## src/rtl/dsp_addsub_pipe_pkg.sv

```systemverilog
// Shared constants for the two-stage add/subtract pipeline.
// Optional macro: DSP_ADDSUB_SATURATE_EN (clamp on signed overflow).
package dsp_addsub_pipe_pkg;

    localparam int DSP_ADDSUB_WIDTH = 32;

    localparam logic DSP_ADDSUB_OP_ADD = 1'b0;
    localparam logic DSP_ADDSUB_OP_SUB = 1'b1;

    localparam logic [31:0] DSP_ADDSUB_SAT_MAX = 32'h7FFF_FFFF;
    localparam logic [31:0] DSP_ADDSUB_SAT_MIN = 32'h8000_0000;

endpackage

```

## src/rtl/dsp_addsub_pipe_if.sv

```systemverilog
// Request/response handshake bundle for dsp_addsub_pipe.
// Optional macro: DSP_ADDSUB_SATURATE_EN (no effect on this file).
interface dsp_addsub_pipe_if
    import dsp_addsub_pipe_pkg::*;
#(
    parameter int WIDTH = DSP_ADDSUB_WIDTH
);

    logic             in_valid;
    logic             in_ready;
    logic [WIDTH-1:0] in_a;
    logic [WIDTH-1:0] in_b;
    logic             in_sub;

    logic             out_valid;
    logic             out_ready;
    logic [WIDTH-1:0] out_result;
    logic             out_carry;
    logic             out_overflow;
    logic             out_zero;

    modport master (
        output in_valid,
        output in_a,
        output in_b,
        output in_sub,
        output out_ready,
        input  in_ready,
        input  out_valid,
        input  out_result,
        input  out_carry,
        input  out_overflow,
        input  out_zero
    );

    modport slave (
        input  in_valid,
        input  in_a,
        input  in_b,
        input  in_sub,
        input  out_ready,
        output in_ready,
        output out_valid,
        output out_result,
        output out_carry,
        output out_overflow,
        output out_zero
    );

endinterface

```

## src/rtl/dsp_addsub_half.sv

```systemverilog
// Combinational half-width adder with carry in/out.
// Optional macro: DSP_ADDSUB_SATURATE_EN (no effect on this file).
module dsp_addsub_half #(
    parameter int W = 16
) (
    input  logic [W-1:0] a,
    input  logic [W-1:0] b,
    input  logic         ci,
    output logic [W-1:0] s,
    output logic         co
);

    // Single W-bit carry chain; swap point for a hard DSP block.
    always_comb begin
        {co, s} = {1'b0, a} + {1'b0, b} + {{W{1'b0}}, ci};
    end

endmodule

```

## src/rtl/dsp_addsub_pipe.sv

```systemverilog
// Two-stage 32-bit add/subtract, one half-width carry chain per stage.
// Optional macro: DSP_ADDSUB_SATURATE_EN (clamp result on signed overflow).
module dsp_addsub_pipe
    import dsp_addsub_pipe_pkg::*;
#(
    parameter int WIDTH = DSP_ADDSUB_WIDTH
) (
    input logic              clk,
    input logic              rst_n,
    dsp_addsub_pipe_if.slave bus
);

    localparam int H = WIDTH / 2;

`ifdef DSP_ADDSUB_SATURATE_EN
    localparam logic [WIDTH-1:0] SAT_MAX = {1'b0, {(WIDTH-1){1'b1}}};
    localparam logic [WIDTH-1:0] SAT_MIN = {1'b1, {(WIDTH-1){1'b0}}};
`endif

    logic             s1_valid_q;
    logic             s1_valid_d;
    logic [H-1:0]     s1_sum_lo_q;
    logic [H-1:0]     s1_sum_lo_d;
    logic             s1_carry_lo_q;
    logic             s1_carry_lo_d;
    logic [H-1:0]     s1_a_hi_q;
    logic [H-1:0]     s1_a_hi_d;
    logic [H-1:0]     s1_b_hi_q;
    logic [H-1:0]     s1_b_hi_d;

    logic             s2_valid_q;
    logic             s2_valid_d;
    logic [WIDTH-1:0] res_q;
    logic [WIDTH-1:0] res_d;
    logic             carry_q;
    logic             carry_d;
    logic             ovf_q;
    logic             ovf_d;
    logic             zero_q;
    logic             zero_d;

    logic             s2_free;
    logic             s1_free;
    logic             accept;
    logic             advance;
    logic             sub_req;
    logic [WIDTH-1:0] b_eff;
    logic [H-1:0]     lo_sum;
    logic             lo_co;
    logic [H-1:0]     hi_sum;
    logic             hi_co;
    logic             ovf_now;
    logic [WIDTH-1:0] res_now;

    // Ready ripples back from the output; valids never loop combinationally.
    always_comb begin
        s2_free = !s2_valid_q || bus.out_ready;
        s1_free = !s1_valid_q || s2_free;
        accept  = bus.in_valid && s1_free;
        advance = s1_valid_q && s2_free;
        sub_req = (bus.in_sub == DSP_ADDSUB_OP_SUB);
        b_eff   = sub_req ? ~bus.in_b : bus.in_b;
    end

    dsp_addsub_half #(.W(H)) u_lo (
        .a  (bus.in_a[H-1:0]),
        .b  (b_eff[H-1:0]),
        .ci (sub_req),
        .s  (lo_sum),
        .co (lo_co)
    );

    dsp_addsub_half #(.W(H)) u_hi (
        .a  (s1_a_hi_q),
        .b  (s1_b_hi_q),
        .ci (s1_carry_lo_q),
        .s  (hi_sum),
        .co (hi_co)
    );

    // Stage 1: low-half sum plus upper operands (B already inverted for sub).
    always_comb begin
        s1_valid_d    = s1_valid_q;
        s1_sum_lo_d   = s1_sum_lo_q;
        s1_carry_lo_d = s1_carry_lo_q;
        s1_a_hi_d     = s1_a_hi_q;
        s1_b_hi_d     = s1_b_hi_q;
        if (accept) begin
            s1_valid_d    = 1'b1;
            s1_sum_lo_d   = lo_sum;
            s1_carry_lo_d = lo_co;
            s1_a_hi_d     = bus.in_a[WIDTH-1:H];
            s1_b_hi_d     = b_eff[WIDTH-1:H];
        end else if (advance) begin
            s1_valid_d    = 1'b0;
        end
    end

    // Stage 2: upper-half sum, flags and optional clamp.
    always_comb begin
        ovf_now = (s1_a_hi_q[H-1] == s1_b_hi_q[H-1])
               && (hi_sum[H-1] != s1_a_hi_q[H-1]);
        res_now = {hi_sum, s1_sum_lo_q};
`ifdef DSP_ADDSUB_SATURATE_EN
        if (ovf_now) begin
            res_now = s1_a_hi_q[H-1] ? SAT_MIN : SAT_MAX;
        end
`endif
        s2_valid_d = s2_valid_q;
        res_d      = res_q;
        carry_d    = carry_q;
        ovf_d      = ovf_q;
        zero_d     = zero_q;
        if (advance) begin
            s2_valid_d = 1'b1;
            res_d      = res_now;
            carry_d    = hi_co;
            ovf_d      = ovf_now;
            zero_d     = (res_now == '0);
        end else if (bus.out_ready) begin
            s2_valid_d = 1'b0;
        end
    end

    // Pipeline registers; reset discards anything in flight.
    always_ff @(posedge clk or negedge rst_n) begin
        if (!rst_n) begin
            s1_valid_q    <= 1'b0;
            s1_sum_lo_q   <= '0;
            s1_carry_lo_q <= 1'b0;
            s1_a_hi_q     <= '0;
            s1_b_hi_q     <= '0;
            s2_valid_q    <= 1'b0;
            res_q         <= '0;
            carry_q       <= 1'b0;
            ovf_q         <= 1'b0;
            zero_q        <= 1'b0;
        end else begin
            s1_valid_q    <= s1_valid_d;
            s1_sum_lo_q   <= s1_sum_lo_d;
            s1_carry_lo_q <= s1_carry_lo_d;
            s1_a_hi_q     <= s1_a_hi_d;
            s1_b_hi_q     <= s1_b_hi_d;
            s2_valid_q    <= s2_valid_d;
            res_q         <= res_d;
            carry_q       <= carry_d;
            ovf_q         <= ovf_d;
            zero_q        <= zero_d;
        end
    end

    assign bus.in_ready     = s1_free;
    assign bus.out_valid    = s2_valid_q;
    assign bus.out_result   = res_q;
    assign bus.out_carry    = carry_q;
    assign bus.out_overflow = ovf_q;
    assign bus.out_zero     = zero_q;

endmodule

```

## src/flat_wrapper.sv

```systemverilog
// flat-port wrapper written by rule: the top's interface ports become plain ports
module dsp_addsub_pipe_flat import dsp_addsub_pipe_pkg::*;
#(
    parameter int WIDTH = DSP_ADDSUB_WIDTH
)
  (clk, rst_n, bus_in_valid, bus_in_a, bus_in_b, bus_in_sub, bus_out_ready, bus_in_ready, bus_out_valid, bus_out_result, bus_out_carry, bus_out_overflow, bus_out_zero);
  dsp_addsub_pipe_if #(.WIDTH(WIDTH)) bus_i ();
  input logic clk;
  input logic rst_n;
  input wire logic [$bits(bus_i.in_valid)-1:0] bus_in_valid;
  input wire logic [$bits(bus_i.in_a)-1:0] bus_in_a;
  input wire logic [$bits(bus_i.in_b)-1:0] bus_in_b;
  input wire logic [$bits(bus_i.in_sub)-1:0] bus_in_sub;
  input wire logic [$bits(bus_i.out_ready)-1:0] bus_out_ready;
  output wire logic [$bits(bus_i.in_ready)-1:0] bus_in_ready;
  output wire logic [$bits(bus_i.out_valid)-1:0] bus_out_valid;
  output wire logic [$bits(bus_i.out_result)-1:0] bus_out_result;
  output wire logic [$bits(bus_i.out_carry)-1:0] bus_out_carry;
  output wire logic [$bits(bus_i.out_overflow)-1:0] bus_out_overflow;
  output wire logic [$bits(bus_i.out_zero)-1:0] bus_out_zero;
  assign bus_i.in_valid = bus_in_valid;
  assign bus_i.in_a = bus_in_a;
  assign bus_i.in_b = bus_in_b;
  assign bus_i.in_sub = bus_in_sub;
  assign bus_i.out_ready = bus_out_ready;
  assign bus_in_ready = bus_i.in_ready;
  assign bus_out_valid = bus_i.out_valid;
  assign bus_out_result = bus_i.out_result;
  assign bus_out_carry = bus_i.out_carry;
  assign bus_out_overflow = bus_i.out_overflow;
  assign bus_out_zero = bus_i.out_zero;
  dsp_addsub_pipe #(.WIDTH(WIDTH)) u_core (.clk(clk), .rst_n(rst_n), .bus(bus_i));
endmodule
```

## config.mk

```make
export PLATFORM = sky130hd
export DESIGN_NAME = dsp_addsub_pipe_flat
export DESIGN_NICKNAME = d
export VERILOG_FILES = /design/src/rtl/dsp_addsub_pipe_pkg.sv /design/src/rtl/dsp_addsub_pipe_if.sv /design/src/rtl/dsp_addsub_half.sv /design/src/rtl/dsp_addsub_pipe.sv /design/src/flat_wrapper.sv
export SDC_FILE = /design/constraint.sdc
export NUM_CORES = 1
export LEC_CHECK = 0
export ABC_AREA = 0
export CORE_MARGIN = 2
export CORE_UTILIZATION = 42
export CTS_BUF_LIST = sky130_fd_sc_hd__clkbuf_8
export DETAILED_ROUTE_END_ITERATION = 8
export PLACE_DENSITY = 0.79
export SETUP_SLACK_MARGIN = 0.3
export SLEW_MARGIN = 10
export SYNTH_ARGS = -nofsm -noshare
export SYNTH_HDL_FRONTEND = slang
export SYNTH_SLANG_ARGS = --single-unit
```

## constraint.sdc

```tcl
create_clock -name clk -period 5.9 [get_ports clk]
set_clock_uncertainty 0.2 [all_clocks]
set_input_delay 0.885 -clock clk [delete_from_list [all_inputs] [get_ports clk]]
set_output_delay 0.885 -clock clk [all_outputs]
set_load 0.01 [all_outputs]
```

==> Implementation_results.wiki, run 1 <==
{| class="wikitable"
! Metric !! Value
|-
| FMAX || 250.2 MHz
|-
| Worst-case clock buffer depth || 2
|-
| Post-CTS resize count || 0
|-
| I/O pin count || 106
|-
| Summed negative setup slack over all endpoints || 0 ns
|-
| Shortest period the worst path allows || 3.997 ns
|-
| Total global routing overflow || 0
|-
| Wire length of the first global-routing pass || 18060 um
|-
| Met2 Routed Length || 5326 um
|-
| Ordered list of cells on the worst path || buf_2 -> xor2_1 -> fa_1 -> a21o_1 -> a21oi_1 -> o21ai_1 -> a31o_2 -> a311oi_1 -> o21ai_1 -> a211oi_1 -> nor2_1
|-
| Number of fill cells || 992
|-
| Result of the run || complete, no violations
|-
| Proportion of netlist area held by the largest area contributor || 44.47%
|-
| Largest net degree at the start of global routing || 87
|-
| Flop and latch count out of synthesis || 86
|-
| Via count of the first global-routing pass || 3769
|-
| Total routed wire length on the met1 layer || 4910 um
|-
| Clock sink count || 86
|-
| Die height || 111.3 um
|-
| Mapped Nets || 561
|-
| Leakage Power || 0.002695 uW
|-
| Path type of the worst min-delay path || reg -> reg
|-
| Crit-path most repeated cell || o21ai_1
|-
| Setup crit start kind || primary input
|-
| Number of failing hold endpoints at the final stage || 0
|-
| Worst VDD drop || 0.0001739 V
|-
| Standard cell area after detailed placement || 6008 um^2
|-
| Setup-violating endpoint count in the final report || 0
|-
| Initial Util || 42.75%
|-
| Total length of routed wires || 10920 um
|-
| Number of routed nets with antenna violations || 0
|-
| Number of diodes || 0
|-
| Hold-fix buffers at CTS || 0
|-
| Global placer's final weighted congestion || 0.8599
|-
| Vias || 3737
|-
| Number of distinct library cells after synthesis || 45
|-
| Fraction of layout cells with a size suffix above 1 || 11.23%
|-
| Gate count after technology mapping || 459
|-
| Via/cell ratio || 5.308
|-
| Top routing layer in use || met4
|-
| Share of cell area taken by muxes after synthesis || 9.074%
|-
| Global-route total usage across every layer || 18.09%
|-
| Clock network latency to the later pin of the worst-skew pair || 0.36 ns
|-
| Simple-Gate Fraction of Synth Area || 10.19%
|-
| Detailed route wirelength on metal3 || 400 um
|-
| Syn Std Cell Area || 4840 um^2
|-
| TritonCTS clock tree || yes
|-
| Power density of the placed cells || 363.2 nW/um^2
|-
| H-tree lvl count || 3
|-
| Setup Buffers After CTS || 0
|-
| DR iter-0 viols || 107
|-
| Maximum cell stage delay along the critical path || 0.70 ns
|-
| Unrepaired setup endpoints after global routing || false
|-
| Drc violations || 0
|-
| TritonCTS Buffers || 9
|-
| Average cell area after synthesis || 10.54 um^2
|-
| Xor-xnor portion of the synthesized cell area || 10.68%
|-
| Critical setup path kind || in -> reg
|-
| Share of synthesized cell area in full adder, half adder and majority cells || 8.997%
|-
| Yosys synthesis warning count || 0
|-
| Max-slew violation count || 0
|-
| Share of the yosys chip area belonging to registers || 44.47%
|-
| Largest cells by area after synthesis || dfrtp_1 (44%), mux2_2 (9.1%), ha_1 (7.8%)
|-
| Dominant combinational cell family by area after synthesis || compound AO/OA/AOI/OAI gates
|-
| Area leader, netlist || dfrtp_1
|-
| Slew HR || 30.12%
|-
| Peak fanout along the critical path || 32
|-
| Number of port buffers || 105
|-
| Fin nets || 660
|-
| Crit. End Element || flip-flop
|-
| Number of detailed-routing iterations run before antenna repair || 4
|-
| Buf+Inv Stages, Crit Path || 1
|-
| Critical-path top delay cell || buf_2
|-
| Chip Width || 111.3 um
|-
| Clock root cell || clkbuf_8
|-
| Floorplan die area || 12400 um^2
|-
| Area Overhead vs Synth || 28.49%
|-
| FP Rows || 39
|-
| Pwr Total || 2259 uW
|-
| Required time of the worst setup path || 5.94 ns
|-
| Final cell area excluding filler cells || 6218 um^2
|-
| Max_cap viols || 0
|-
| Share of the clock period used by the worst path || 67.75%
|-
| Fraction of the mapped netlist area in compound gates || 14.43%
|-
| Kind of cell adding the most delay to the critical path || compound AO/OA/AOI/OAI gates
|-
| Clock slew at the register clock pins of the worst setup and hold paths || 0.08 ns
|-
| Initial antenna violation count || 0
|-
| Worst-margin pin slew || 1.048 ns
|-
| Placeable core region || 11320 um^2
|-
| Worst endpoint data arrival time || 4.04 ns
|-
| Wire length per cell after detailed routing || 15.51 um
|-
| HPWL after DPL || 8179 um
|}
path summary, 6_finish.rpt:
kind	startpoint	to	slack, ns	depth (start not counted)
max	bus_in_sub	u_core.s1_carry_lo_q	1.90	11
max in group asynchronous	rst_n	u_core.bus.out_result[26]	4.33	1
min	u_core.bus.out_result[18]	u_core.bus.out_result[18]	0.28	2
max reg2reg	u_core.s1_b_hi_q[0]	u_core.bus.out_zero	2.72	10
min in group asynchronous	rst_n	u_core.bus.out_result[10]	0.51	1
min reg2reg	u_core.bus.out_result[18]	u_core.bus.out_result[18]	0.28	2
cell usage in the layout (no fill, tap or decap), types with 2 or more instances in the layout:
| cell type | instances |
|---|---|
| nand2b_1 | 3 |
| a21o_1 | 13 |
| nor2_1 | 8 |
| clkbuf_8 | 10 |
| nor3_1 | 4 |
| dfrtp_1 | 86 |
| nand4_1 | 5 |
| fa_1 | 3 |
| clkdlybuf4s50_1 | 103 |
| xnor2_1 | 36 |
| a311oi_1 | 2 |
| o21bai_1 | 3 |
| o21ai_1 | 12 |
| buf_4 | 3 |
| xor2_1 | 23 |
| inv_1 | 9 |
| a21oi_1 | 19 |
| a211o_1 | 2 |
| mux2_2 | 39 |
| and2_1 | 6 |
| nand2_1 | 53 |
| nand3_1 | 7 |
| o21ai_0 | 43 |
| bufinv_16 | 2 |
| and3_1 | 6 |
| a211oi_1 | 3 |
| nor4_1 | 5 |
| ha_1 | 30 |
per-stage QoR:
step                      worst slack, ns  hold slack [ns]  instances  utilization, %
after floorplan                     2.006           0.2563        459               -
after global placement              1.675           0.2641        690           53.07
after detailed placement            1.556           0.2706        690           53.07
after CTS                           1.933           0.2884        704           54.93
after global routing                1.739           0.3061        704           54.93
final                               1.903           0.2803        704           54.93
worst reg2reg max path: cells and delay by family (launching register included):
kind	cells	cell delay, ns
AOI/OAI and AO/OA	4	0.87
adders and majority gates	2	0.88
DFF	1	0.41
and+or+nand+nor	4	0.70
cells in the mapped netlist, drive strengths merged:
cell	number
o31ai	1
a221oi	1
xor2	23
a211oi	3
nand4bb	1
o21ai	55
a31oi	1
a2111oi	1
fa	3
or4	1
a31o	1
a221o	1
clkbuf	18
nand3	8
buf	1
o311a	1
nand3b	1
and4	1
a41o	1
nor3	4
a211o	2
nand2	54
a21o	13
ha	30
nor2	8
o21a	1
o21bai	3
nand2b	3
a311oi	2
a21oi	19
mux2	39
nor4	5
a22oi	1
inv	9
and2	6
nand4	5
a2111o	1
and3	6
o41ai	1
a32o	1
o21ba	1
dfrtp	86
xnor2	36
cell families after synthesis:
| group | count (synthesis) |
|---|---|
| compound gates | 111 |
| xor+xnor | 59 |
| fa+ha+maj | 33 |
| buf+inv | 28 |
| flops | 86 |
| mux | 39 |
| simple gates | 103 |
final cells by class:
type,count,area (um^2),area share (%)
repair buffers,107,1059,17.02
well taps,143,178.9,2.877
clock inverters,4,72.57,1.167
multi-input cells,345,2585,41.57
flip-flops and latches,86,2152,34.61
clock buffers,10,137.6,2.213
inverters,9,33.78,0.5433
layer usage:
metal  global-route usage, %  up-vias
met4                   6.996        0
met1                   22.49     1788
met3                   3.538       19
met5                       0        -
met2                   31.26      100
li1                        -     1830
power breakdown:
group	total, uW	switching (uW)	internal, uW
Clock	447	203	245
Sequential	874	113	761
Combinational	938	436	502
Total	2260	752	1510
registers in the layout, indices dropped and copies added (netlist names):
name / cells
u_core.bus.out_carry: 1
u_core.bus.out_overflow: 1
u_core.bus.out_result: 32
u_core.bus.out_valid: 1
u_core.bus.out_zero: 1
u_core.s1_a_hi_q: 16
u_core.s1_b_hi_q: 16
u_core.s1_carry_lo_q: 1
u_core.s1_sum_lo_q: 16
u_core.s1_valid_q: 1
Note: power is estimated with default switching activity, not from simulation.
==> run 2, diff against run 1 <==
--- a/config.mk
+++ b/config.mk
@@ -10,7 +10,7 @@
 export CORE_UTILIZATION = 42
 export CTS_BUF_LIST = sky130_fd_sc_hd__clkbuf_8
 export DETAILED_ROUTE_END_ITERATION = 8
-export PLACE_DENSITY = 0.79
+export PLACE_DENSITY = 0.82
 export SETUP_SLACK_MARGIN = 0.3
 export SLEW_MARGIN = 10
 export SYNTH_ARGS = -nofsm -noshare
==> constraint.sdc (replaced) <==
create_clock -name clk -period 3.3 [get_ports clk]
set_clock_uncertainty 0.2 [all_clocks]
set_input_delay 0.495 -clock clk [delete_from_list [all_inputs] [get_ports clk]]
set_output_delay 0.495 -clock clk [all_outputs]
set_load 0.01 [all_outputs]
==> run 2 against run 1 <==
Compared with the run above: global-route usage decreased by 0.59 points; combinational power rose by 91%; cell count grew 2.7%; sequential power up 77%; sequential share of layout area decreased by 1.5 points; highest routed layer unchanged; largest power group unchanged; utilization grew 2.4 points; worst hold slack got worse by 0.18 ns; critical path depth decreased by 1; clock power increased by 89%; wire length is 0.95% lower; via count is 1.2% higher; register-to-register slack got worse by 2.4 ns.
==> Implementation_results.wiki, run 2 (synthesis results as in run 1) <==
{| class="wikitable"
! Metric !! Value
|-
| Clock slew at the register clock pins of the worst setup and hold paths || 0.09 ns
|-
| Peak fanout along the critical path || 2
|-
| Shortest period the worst path allows || 2.987 ns
|-
| Total length of routed wires || 10810 um
|-
| Max_cap viols || 0
|-
| Clock sink count || 86
|-
| Share of the clock period used by the worst path || 90.50%
|-
| Final cell area excluding filler cells || 6495 um^2
|-
| Worst VDD drop || 0.0003082 V
|-
| Setup crit start kind || flip-flop
|-
| Wire length of the first global-routing pass || 17560 um
|-
| Most common cell after layout, fill and taps aside || clkdlybuf4s50_1
|-
| Chip Width || 111.3 um
|-
| Path type of the worst min-delay path || in -> async
|-
| Leakage Power || 0.002846 uW
|-
| Worst-margin pin slew || 1.053 ns
|-
| Hold-fix buffers at CTS || 0
|-
| Number of diodes || 0
|-
| FMAX || 334.8 MHz
|-
| Initial Util || 42.75%
|-
| Drc violations || 0
|-
| Unrepaired setup endpoints after global routing || true
|-
| Largest register FFs || 32
|-
| Critical setup path kind || reg -> reg
|-
| I/O pin count || 106
|-
| Power density of the placed cells || 644.4 nW/um^2
|-
| Global-route total usage across every layer || 17.50%
|-
| TritonCTS clock tree || yes
|-
| Total global routing overflow || 0
|-
| Standard cell area after detailed placement || 6111 um^2
|-
| TritonCTS Buffers || 9
|-
| Setup-violating endpoint count in the final report || 0
|-
| Number of failing hold endpoints at the final stage || 0
|-
| Initial antenna violation count || 0
|-
| Slew HR || 29.80%
|-
| Die height || 111.3 um
|-
| Fraction of layout cells with a size suffix above 1 || 16.72%
|-
| Crit. End Element || flip-flop
|-
| Placeable core region || 11320 um^2
|-
| Area Overhead vs Synth || 34.20%
|-
| Summed negative setup slack over all endpoints || 0 ns
|-
| Floorplan die area || 12400 um^2
|-
| Global placer's final weighted congestion || 0.8849
|-
| Number of detailed-routing iterations run before antenna repair || 6
|-
| Largest net degree at the start of global routing || 87
|-
| H-tree lvl count || 3
|-
| Commonest non-fill, non-tap cells in the layout || clkdlybuf4s50_1 (99), dfrtp_1 (86), nand2_1 (52)
|-
| DR iter-0 viols || 126
|-
| Number of fill cells || 981
|-
| Via count of the first global-routing pass || 3812
|-
| Worst endpoint data arrival time || 3.04 ns
|-
| Wire length per cell after detailed routing || 14.96 um
|-
| Vias || 3782
|-
| Max-slew violation count || 0
|-
| Fin nets || 677
|-
| Clock network latency to the later pin of the worst-skew pair || 0.36 ns
|-
| Worst-case clock buffer depth || 2
|-
| Via/cell ratio || 5.231
|-
| Pwr Total || 4185 uW
|-
| FP Rows || 39
|-
| Clock root cell || clkbuf_8
|-
| Number of routed nets with antenna violations || 0
|-
| Result of the run || complete, no violations
|-
| Required time of the worst setup path || 3.35 ns
|-
| Number of port buffers || 105
|-
| HPWL after DPL || 8095 um
|}
==> run 2: worst paths after layout <==
path | from | to | slack, ns | cells after the start
worst min register to register | u_core.bus.out_result[25] | u_core.bus.out_result[25] | 0.28 | 2
worst min-delay path | rst_n | u_core.bus.out_result[18] | 0.10 | 1
min in group clk | u_core.bus.out_result[25] | u_core.bus.out_result[25] | 0.28 | 2
max in group asynchronous | rst_n | u_core.s1_b_hi_q[12] | 2.10 | 1
worst max-delay path | u_core.s1_a_hi_q[0] | u_core.bus.out_zero | 0.31 | 10
worst max register to register | u_core.s1_a_hi_q[0] | u_core.bus.out_zero | 0.31 | 10
==> run 2: area by class of cell <==
cell class	count	area [um^2]	share of cell area, %
Tap cell	143	178.9	2.755
Inverter	9	33.78	0.5201
Clock inverter	5	81.33	1.252
Timing Repair Buffer	124	1205	18.55
Clock buffer	11	151.4	2.331
Sequential cell	86	2152	33.13
Multi-Input combinational cell	345	2693	41.46
==> run 2: repair_timing <==
item                       in CTS  in global routing
resized for setup               6                 15
pin swaps                       2                 16
setup endpoints to repair       4                  9
setup buffers                   1                  6
==> run 2: metal layers <==
| metal | track usage, % | vias to the layer above | part of all wire [%] |
|---|---|---|---|
| met3 | 2.776 | 16 | 4.0 |
| met1 | 20.26 | 1825 | 42 |
| met4 | 7.407 | 0 | 2.1 |
| met5 | 0 | - | 0 |
| met2 | 32.11 | 85 | 52 |
| li1 | - | 1856 | - |
==> run 2: metrics by stage <==
step           utilization (%)  hold WS [ns]  worst slack [ns]  instances
2_1_floorplan                -    -0.0005910            0.2983        459
3_3_place_gp             53.98        0.2620           -0.1195        700
3_5_place_dp             53.98        0.2709           -0.1847        700
4_1_cts                  56.26        0.1471            0.3069        717
5_1_grt                  57.37        0.2034            0.2277        723
6_report                 57.37        0.1008            0.3134        723
==> run 2: where the power goes <==
part | internal [uW] | switching (uW) | total (uW)
Clock | 468 | 377 | 845
Combinational | 973 | 813 | 1790
Sequential | 1360 | 195 | 1550
==> run 2: critical path: stages, from the launching register on <==
cell     delay [ns]
dfrtp_1        0.41
fa_2           0.42
fa_2           0.38
a21o_1         0.18
nand4_1        0.15
a31oi_4        0.11
a21o_1         0.22
or4_4          0.43
nand3_4        0.08
nor3_2         0.05
a32o_1         0.24
==> run 3, diff against run 2 <==
--- a/config.mk
+++ b/config.mk
@@ -7,10 +7,11 @@
 export LEC_CHECK = 0
 export ABC_AREA = 0
 export CORE_MARGIN = 2
-export CORE_UTILIZATION = 42
+export CORE_UTILIZATION = 35
 export CTS_BUF_LIST = sky130_fd_sc_hd__clkbuf_8
 export DETAILED_ROUTE_END_ITERATION = 8
-export PLACE_DENSITY = 0.82
+export MAX_ROUTING_LAYER = met4
+export PLACE_DENSITY = 0.72
 export SETUP_SLACK_MARGIN = 0.3
 export SLEW_MARGIN = 10
 export SYNTH_ARGS = -nofsm -noshare
==> constraint.sdc (replaced) <==
create_clock -name clk -period 3.3 [get_ports clk]
set_clock_uncertainty 0.2 [all_clocks]
set_input_delay 0.495 -clock clk [delete_from_list [all_inputs] [get_ports clk]]
set_output_delay 0.495 -clock clk [all_outputs]
set_load 0.02 [all_outputs]
==> run 3 against run 2 <==
Compared with the run above: cell count is 4.3% higher; global-route usage is 1.8 points lower; fmax is 1.5% lower; non-clock buffer count is 1 lower; sequential cell count stayed put; largest power group unchanged.
==> Implementation_results.wiki, run 3 (synthesis results as in run 1) <==
{| class="wikitable"
! Metric !! Value
|-
| Worst-margin pin slew || 1.067 ns
|-
| Power density of the placed cells || 647.4 nW/um^2
|-
| Share of the clock period used by the worst path || 91.88%
|-
| FMAX || 329.8 MHz
|-
| R2R setup slack || 0.27 ns
|-
| Drc violations || 0
|-
| Hold-fix buffers at CTS || 0
|-
| Via/cell ratio || 4.935
|-
| Wire length of the first global-routing pass || 17920 um
|-
| Clock network latency to the later pin of the worst-skew pair || 0.36 ns
|-
| Die height || 121.6 um
|-
| HPWL after DPL || 8276 um
|-
| Floorplan die area || 14780 um^2
|-
| Ordered list of cells on the worst path || fa_2 -> fa_2 -> a21o_1 -> nand4_1 -> a31oi_4 -> a21o_1 -> or4_4 -> nand3_4 -> nor3_2 -> a32o_1
|-
| Largest register FFs || 32
|-
| Area Overhead vs Synth || 33.58%
|-
| I/O pin count || 106
|-
| Crit path depth || 10
|-
| Worst setup path start || u_core.s1_a_hi_q[0]
|-
| FP Rows || 42
|-
| Critical-path top delay cell || or4_4
|-
| Path type of the worst min-delay path || in -> async
|-
| Number of routed nets with antenna violations || 0
|-
| Setup crit start kind || flip-flop
|-
| Initial antenna violation count || 0
|-
| Final hold slack || 0.1332 ns
|-
| Initial Util || 36.26%
|-
| Fraction of layout cells with a size suffix above 1 || 15.92%
|-
| Origin of the critical flop-to-flop path || u_core.s1_a_hi_q[0]
|-
| Placeable core region || 13350 um^2
|-
| TritonCTS clock tree || yes
|-
| Number of diodes || 0
|-
| Leakage Power || 0.002806 uW
|-
| Worst-case clock buffer depth || 2
|-
| Clock sink count || 86
|-
| Most common cell after layout, fill and taps aside || clkdlybuf4s50_1
|-
| Reg2Reg Capture Point || u_core.bus.out_zero
|-
| Max-slew violation count || 0
|-
| Result of the run || complete, no violations
|-
| Via count of the first global-routing pass || 3849
|-
| Clock slew at the register clock pins of the worst setup and hold paths || 0.09 ns
|-
| Critical setup path kind || reg -> reg
|-
| Wire length per cell after detailed routing || 14.52 um
|-
| Total global routing overflow || 0
|-
| Reg2reg path depth || 10
|-
| Buf+Inv Stages, Crit Path || 0
|-
| Required time of the worst setup path || 3.35 ns
|-
| Largest net degree at the start of global routing || 87
|-
| Number of port buffers || 105
|-
| Number of detailed-routing iterations run before antenna repair || 4
|-
| Setup-violating endpoint count in the final report || 0
|-
| Peak fanout along the critical path || 2
|-
| Max_cap viols || 0
|-
| Chip Width || 121.6 um
|-
| Global placer's final weighted congestion || 0.9496
|-
| Final cell area excluding filler cells || 6465 um^2
|-
| Worst VDD drop || 0.0002025 V
|-
| Shortest period the worst path allows || 3.032 ns
|-
| Kind of cell adding the most delay to the critical path || adder cells
|-
| Unrepaired setup endpoints after global routing || true
|-
| TritonCTS Buffers || 9
|-
| DR iter-0 viols || 140
|-
| Number of failing hold endpoints at the final stage || 0
|-
| Commonest non-fill, non-tap cells in the layout || clkdlybuf4s50_1 (101), dfrtp_1 (86), nand2_1 (52)
|-
| Clock root cell || clkbuf_8
|-
| Maximum cell stage delay along the critical path || 0.43 ns
|-
| Standard cell area after detailed placement || 6147 um^2
|-
| Worst endpoint data arrival time || 3.08 ns
|-
| Vias || 3721
|-
| Crit. End Element || flip-flop
|-
| Fin nets || 676
|-
| H-tree lvl count || 3
|-
| Global-route total usage across every layer || 15.73%
|-
| Setup crit end || u_core.bus.out_zero
|-
| Slew HR || 28.90%
|-
| Total length of routed wires || 10950 um
|}
==> run 3: stage by stage <==
step	TNS (ns)	setup slack (ns)	utilization (%)	total power, uW	instances
after floorplan	0	0.2983	-	2666	459
after global placement	-0.3693	-0.1361	46.05	3360	734
after detailed placement	-0.6023	-0.2025	46.05	3420	734
after CTS	0	0.2690	47.61	4157	750
after global routing	0	0.2023	48.43	4476	754
final	0	0.2679	48.43	4185	754
==> run 3: what timing repair did <==
| item | CTS | global route |
|---|---|---|
| buffers inserted | 1 | 4 |
| resized for setup | 6 | 13 |
| setup endpoints to repair | 6 | 7 |
| pin swaps | 3 | 15 |
==> run 3: how the worst min path moves through the flow <==
stage | from | endpoint | depth (start not counted) | slack [ns]
2_1_floorplan | rst_n | u_core.bus.out_carry | 0 | -0.0006
3_3_place_gp | u_core.bus.out_result[26] | u_core.bus.out_result[26] | 2 | 0.26
3_5_place_dp | u_core.bus.out_result[25] | u_core.bus.out_result[25] | 2 | 0.28
4_1_cts | rst_n | u_core.bus.out_result[18] | 1 | 0.17
5_1_grt | rst_n | u_core.bus.out_result[18] | 1 | 0.22
6_report | rst_n | u_core.bus.out_result[19] | 1 | 0.13
==> run 3: area by class of cell <==
| cell class | instances | area, um^2 |
|---|---|---|
| clock buffers | 10 | 137.6 |
| clock inverters | 5 | 45.04 |
| fillers | 1269 | 6883 |
| inverters | 9 | 33.78 |
| multi-input cells | 345 | 2696 |
| flip-flops and latches | 86 | 2152 |
| well taps | 176 | 220.2 |
| repair buffers | 123 | 1180 |
==> run 3: worst reg2reg max path, cell delays in order, from the launching register on <==
cell     delay, ns
dfrtp_1       0.41
fa_2          0.42
fa_2          0.39
a21o_1        0.18
nand4_1       0.16
a31oi_4       0.12
a21o_1        0.22
or4_4         0.43
nand3_4       0.08
nor3_2        0.05
a32o_1        0.25
==> run 3: where the power goes <==
part	total [uW]	switching [uW]	internal, uW	leakage, uW
clock	713	356	356	0.000107
combinational	1920	951	966	0.00166
sequential	1560	196	1360	0.00104
==> run 3: metal layers <==
layer | vias to the layer above | part of all wire (%) | track usage [%]
met2 | 85 | 52 | 27.18
li1 | 1853 | - | -
met4 | 0 | 1.7 | 5.316
met3 | 17 | 3.8 | 3.137
met1 | 1766 | 43 | 18.37
met5 | - | 0 | -
